==> src/rtl/spi_frame_sequencer.sv <==
// Turns decoded UART command frames into 4-byte SPI transactions under one CS window,
// and returns the two MISO data bytes of read frames on a response handshake.
module spi_frame_sequencer #(
  parameter int RD_BIT = 7,
  parameter int CNT_W  = 3
) (
  input  logic             clk,
  input  logic             reset,
  input  logic             frm_valid,
  output logic             frm_ready,
  input  logic [7:0]       frm_cmd,
  input  logic [7:0]       frm_addr,
  input  logic [15:0]      frm_data,
  output logic [CNT_W-1:0] spi_tx_count,
  output logic [7:0]       spi_tx_byte,
  output logic             spi_tx_dv,
  input  logic             spi_tx_ready,
  input  logic             spi_rx_dv,
  input  logic [CNT_W-1:0] spi_rx_count,
  input  logic [7:0]       spi_rx_byte,
  output logic             rsp_valid,
  output logic [15:0]      rsp_data,
  input  logic             rsp_ready,
  output logic             busy
);

  typedef enum logic [1:0] {
    S_IDLE,
    S_SEND,
    S_WAIT,
    S_RESP
  } state_t;

  state_t      state;
  logic [1:0]  idx;
  logic [7:0]  cmd_q;
  logic [7:0]  addr_q;
  logic [15:0] data_q;
  logic        rd_q;
  logic [7:0]  next_byte;
  logic        unused_rx_count;

  assign frm_ready       = (state == S_IDLE);
  assign busy            = (state != S_IDLE);
  assign spi_tx_count    = CNT_W'(4);
  assign unused_rx_count = ^spi_rx_count;

  // Read frames pad the data phase with zeros so only MISO carries data.
  always_comb begin
    next_byte = 8'h00;
    case (idx)
      2'd0:    next_byte = cmd_q;
      2'd1:    next_byte = addr_q;
      2'd2:    next_byte = rd_q ? 8'h00 : data_q[7:0];
      default: next_byte = rd_q ? 8'h00 : data_q[15:8];
    endcase
  end

  always_ff @(posedge clk or posedge reset) begin
    if (reset) begin
      state       <= S_IDLE;
      idx         <= 2'd0;
      cmd_q       <= 8'h00;
      addr_q      <= 8'h00;
      data_q      <= 16'h0000;
      rd_q        <= 1'b0;
      spi_tx_dv   <= 1'b0;
      spi_tx_byte <= 8'h00;
      rsp_valid   <= 1'b0;
      rsp_data    <= 16'h0000;
    end else begin
      spi_tx_dv <= 1'b0;
      case (state)
        S_IDLE: begin
          if (frm_valid) begin
            cmd_q  <= frm_cmd;
            addr_q <= frm_addr;
            data_q <= frm_data;
            rd_q   <= frm_cmd[RD_BIT];
            idx    <= 2'd0;
            state  <= S_SEND;
          end
        end
        S_SEND: begin
          if (spi_tx_ready) begin
            spi_tx_dv   <= 1'b1;
            spi_tx_byte <= next_byte;
            state       <= S_WAIT;
          end
        end
        // Exactly one byte is outstanding here; the next one waits for its echo.
        S_WAIT: begin
          if (spi_rx_dv) begin
            if (rd_q && idx == 2'd2) rsp_data[7:0]  <= spi_rx_byte;
            if (rd_q && idx == 2'd3) rsp_data[15:8] <= spi_rx_byte;
            if (idx != 2'd3) begin
              idx   <= idx + 2'd1;
              state <= S_SEND;
            end else if (rd_q) begin
              rsp_valid <= 1'b1;
              state     <= S_RESP;
            end else begin
              state <= S_IDLE;
            end
          end
        end
        S_RESP: begin
          if (rsp_ready) begin
            rsp_valid <= 1'b0;
            state     <= S_IDLE;
          end
        end
        default: state <= S_IDLE;
      endcase
    end
  end

endmodule

==> config.mk <==
export PLATFORM = sky130hd
export DESIGN_NAME = spi_frame_sequencer
export DESIGN_NICKNAME = d
export VERILOG_FILES = /design/src/rtl/spi_frame_sequencer.sv
export SDC_FILE = /design/constraint.sdc
export NUM_CORES = 1
export LEC_CHECK = 0
export BUFFER_PORTS_ARGS = -buffer_cell sky130_fd_sc_hd__buf_2
export CAP_MARGIN = 15
export CORE_ASPECT_RATIO = 1.5
export CORE_MARGIN = 10
export CORE_UTILIZATION = 57
export CTS_BUF_LIST = sky130_fd_sc_hd__clkbuf_8
export DETAILED_ROUTE_END_ITERATION = 16
export PLACE_DENSITY_LB_ADDON = 0.12
export SLEW_MARGIN = 20
export SYNTH_ARGS = -nofsm -noshare
export SYNTH_HDL_FRONTEND = slang
export SYNTH_SLANG_ARGS = --single-unit
==> constraint.sdc <==
create_clock -name clk -period 4.2 [get_ports clk]
set_input_delay 0.63 -clock clk [delete_from_list [all_inputs] [get_ports clk]]
set_output_delay 0.63 -clock clk [all_outputs]
set_load 0.005 [all_outputs]
# Word level (Yosys, flattened, before mapping)

Cells that the tools add are included.

Bits in registers: 63
Output and inout bits: 31
Word-level logic and storage cells: 61

Add/subtract/negate cells: 1
Equality and inequality tests: 14
Mux-type cells: 21
Reduce and logical (&&, ||, !) cells: 14

Operator list:

| operator                                                        | number |
|---|---|
| 8-bit one-hot mux with 3 select lines                           | 1 |
| 2-bit 2-to-1 mux                                                | 9 |
| 8-bit 2-to-1 mux                                                | 2 |
| 2-bit != test, second input constant                            | 8 |
| 2-bit == test, second input constant                            | 4 |
| 2-bit one-hot mux with 4 select lines                           | 1 |
| 4-bit AND reduction                                             | 2 |
| 1-bit 2-to-1 mux                                                | 6 |
| 3-bit AND reduction                                             | 2 |
| 2-bit nonzero test                                              | 3 |
| 5-bit AND reduction                                             | 1 |
| 2-bit by 1-bit == test with 1-bit output, second input constant | 2 |
| 2-bit zero test                                                 | 2 |
| 2-bit one-hot mux with 2 select lines                           | 1 |
| 2-bit AND reduction                                             | 2 |
| 2-bit by 1-bit adder with 2-bit output, second input constant   | 1 |
| 1-bit logical AND                                               | 2 |
| 1-bit one-hot mux with 2 select lines                           | 1 |

# Depth between registers and ports, before layout

Word-level depth: 4
Mapped depth: 6

# Least setup slack after synthesis

No wires, ideal clock.

Kind: input to register
Start: in frm_valid
End: reg data_q[0]
Library setup time: 125 ps
Data arrival time: 1523 ps
Slack: 2553 ps
Cell stages on the path: 3
Path buffers: 1
Path through: nor3b_4 > buf_2 > mux2_2

Word-level cells in the longest chain between the ends: 1

RTL lines:

| element                              | RTL line | source |
|---|---|---|
| from (decl)                          | 9        | `input logic frm_valid,` |
| 2-bit AND reduction (no source line) | -        |  |
| to (signal assigned)                 | 78       | `data_q <= frm_data;` |
| to (decl)                            | 38       | `logic [15:0] data_q;` |

No other way between the ends.
A chain may end at the register's enable or synchronous reset.

# Final worst setup path

Start: reg state[0]
End: out frm_ready

Word-level cells in the longest chain between the ends: 1

RTL lines:

| element                | RTL line | source |
|---|---|---|
| from (decl)            | 34       | `state_t state;` |
| from (signal assigned) | 61       | `state <= S_IDLE;` |
| from (signal assigned) | 81       | `state <= S_SEND;` |
| from (signal assigned) | 88       | `state <= S_WAIT;` |
| 2-bit zero test        | 43       | `assign frm_ready = (state == S_IDLE);` |
| to (decl)              | 10       | `output logic frm_ready,` |

No other way between the ends.

==> impl_results.md <==
* Area Overhead vs Synth at 19.58%
* CTS HTree Levels at 3
* Pwr dens at 661.7 mW/mm^2
* Placed cell count at 325
* Routability cong. at approximately 0.77
* Final worst slack at 2.165 ns
* Pre-CTS WS at 2.096 ns
* Total Routing Usage GR at 0.1497
* Length in cells of the worst reg-to-reg path at 3
* Slew of the pin with the lowest slew margin at 0.5972 ns
* Max Freq at 0.4913 GHz
* Clk buf depth at 2
* Critical Path AT at 1.41 ns
* DRT Pass-1 Iters at 4
* Max cap viols at 0
* Max Slew Vio Count at 0
* Hold Path Class: in2async
* Maximum vdd ir drop at between 0.3 and 0.4 mV
* Clk slew on worst S/H paths at 0.07 ns
* Mapped Cells at 197
* Synth Register Bits at 62
* Largest net degree at the start of global routing at 35
* Placed Area at roughly 0.0031 mm^2
* Top cell type by total area after synthesis: dfrtp_1
* Worst setup SP type: flop
* Post-cts sizing count at 0
* Post-layout util at 0.7133
* Clock root buffer: clkbuf_8
* Synth Area in Simple Gates at 0.08632
* CP endpoint kind: output pin
* CTS tree: done
* Max_slew headroom at 0.6013
* Leakage at 1.646 nW
* WL per Instance at 17.22 um
* Die span in x at about 77 um
* Synth cell count leaders: dfrtp_1, mux2_2, o21ai_0
* Routed vias/inst at around 5.4
* First-pass GRT wire length at 9.625 mm
* Final std cells w/o fill at 340
* Initial antenna violation count at 0
* Most frequent cell after synthesis: dfrtp_1
* Starting Density at 0.5965
* Row count at 30
* Largest family of logic cells by synthesized area: multiplexers
* Fillcell total at 347
* Top cells by area, synth: dfrtp_1, mux2_2, a222oi_1
* Crit Reg-Reg Startpoint: state[0]
* I/O pin cnt at 80
* Compound-Gate Fraction of Synth Area at 0.07133
* Mux share of post-synthesis cell area at 0.2176
* Endpoints failing hold at 0
* CTS Sinks at 62
* Vias in the first global route at between 1,500 and 2,000
* Worst EP required at 3.57 ns
* # hold bufs at CTS at 0
* Crit-path max FO at 11
* Yosys cell types at 39
* Crit share post-route at 0.4846
* DRC viols at 0
* R2R setup slack at between 2 and 2.5 ns
* TNS Setup at 0 ns
* Status: completed
* Number of buffers created by CTS at 9
* Async S/R FF share, synth at 1.000
* Clock Latency Late Sink at 0.34 ns
* Port Buffers at 73
* Final Cell Area at 0.003293 mm^2
* WL final at 5.854 mm
* Cell Area, Synth at 0.002754 mm^2
* Sequential fraction of the synthesis area at 0.5634
* Final nets at between 300 and 400
* Setup Fix Bufs, Post-CTS at 0
* Hpwl dp at ~4.4 mm
* Chip height at 105.1 um
* Top FF cell, synth: dfrtp_1
* Fin crit period at 2.035 ns
* Xor-xnor portion of the synthesized cell area at 0
* # setup viols final at 0
* Core Area at around 0.0046 mm^2
* N_diodes at 0
* Synth Area in Adders at 0.02272
* Layout cell share with drive strength beyond 1 at 0.5145
* Die area at between 0.008 and 0.009 mm^2
* Crit Path Class: reg2out
* Yosys warns at 0
* RR Endpoint: cmd_q[3]
* Synthesized area per cell at 13.98 um^2
* Detailed-route via count at 1,819
* Number of nets with antenna violations after routing at 0
* Synth top area share at 0.5634
* GRT overflow at 0
* Initial DRC Count at 167
* Final Skew at 0.005628 ns
* Post-synth EDFFs at 0
* RSZ-0062 raised after global routing: false
[cell usage in the layout, fill, tap and decap left out, types with 2 or more instances in the layout]
cell type  synthesis  routed
a21oi_1            2       2
a222oi_1           7       7
and3b_1            7       7
buf_2              1      73
buf_4              7       2
clkbuf_8           0       9
clkinv_2           0       4
conb_1             2       3
dfrtp_1           62      62
ha_1               5       5
inv_1              5       5
mux2_1             2       2
mux2_2            45      45
mux2i_1            7       7
nand2_1            7       7
nand2b_1           2       2
nand3b_1           2       2
nor3_4             2       2
o21ai_0            9       9
[per-layer routing]
metal	global-route usage	vias to the layer above	wire, um
met3	0.04374	13	292
met5	0	-	0
met1	0.1621	894	2334
li1	-	856	-
met2	0.2491	56	3069
met4	0.09467	0	158
[registers in the layout, summed over array words and instances, names as in the netlist]
register	flops
spi_tx_byte	8
rsp_valid	1
state	2
idx	2
spi_tx_dv	1
addr_q	8
data_q	16
cmd_q	8
rsp_data	16
[stage by stage]
step	power [mW]	hold slack (ns)
global placement	1.757	0.4703
floorplan	1.542	0.4583
global route	2.339	0.4012
detailed placement	1.785	0.4807
CTS	2.210	0.3650
finish	2.179	0.3532
[worst max-delay path, cell delays in order (launching register included)]
cell	delay (ns)
dfrtp_1	0.55
or2_2	0.37
inv_1	0.05
buf_2	0.10
[power by group]
part / internal, mW / switching (mW)
clock: 0.204 / 0.217
combinational: 0.409 / 0.310
sequential: 0.858 / 0.181
[how the worst max path moves through the flow]
stage          depth (start not counted)  startpoint  slack [ns]   endpoint
5_1_grt                                3    state[0]        2.10  frm_ready
2_1_floorplan                          1       reset        2.03  addr_q[0]
3_5_place_dp                           4   frm_valid        2.10   cmd_q[3]
3_3_place_gp                           4   frm_valid        2.12  data_q[6]
6_report                               3    state[0]        2.16  frm_ready
4_1_cts                                3    state[0]        2.14  frm_ready
[area by class of cell]
cell class,instances,area (um^2),area share
sequential,62,1551,0.4711
clock buffer,9,123.9,0.03761
multi-input combinational,119,1107,0.3362
clock inverter,6,31.28,0.009498
tap,64,80.08,0.02432
inverter,5,18.77,0.005699
timing repair buffer,75,380.4,0.1155
[kinds of logic (layout without fill, tap and decap cells)]
group,after synthesis,in the layout
buffers and inverters,17,95
AND/OR/NAND/NOR,30,30
adder cells (fa/ha/maj),5,5
multiplexers,54,54
AO/OA/AOI/OAI,27,27
other,2,3
flip-flops,62,62
Note: power is estimated with default switching activity, not from simulation.
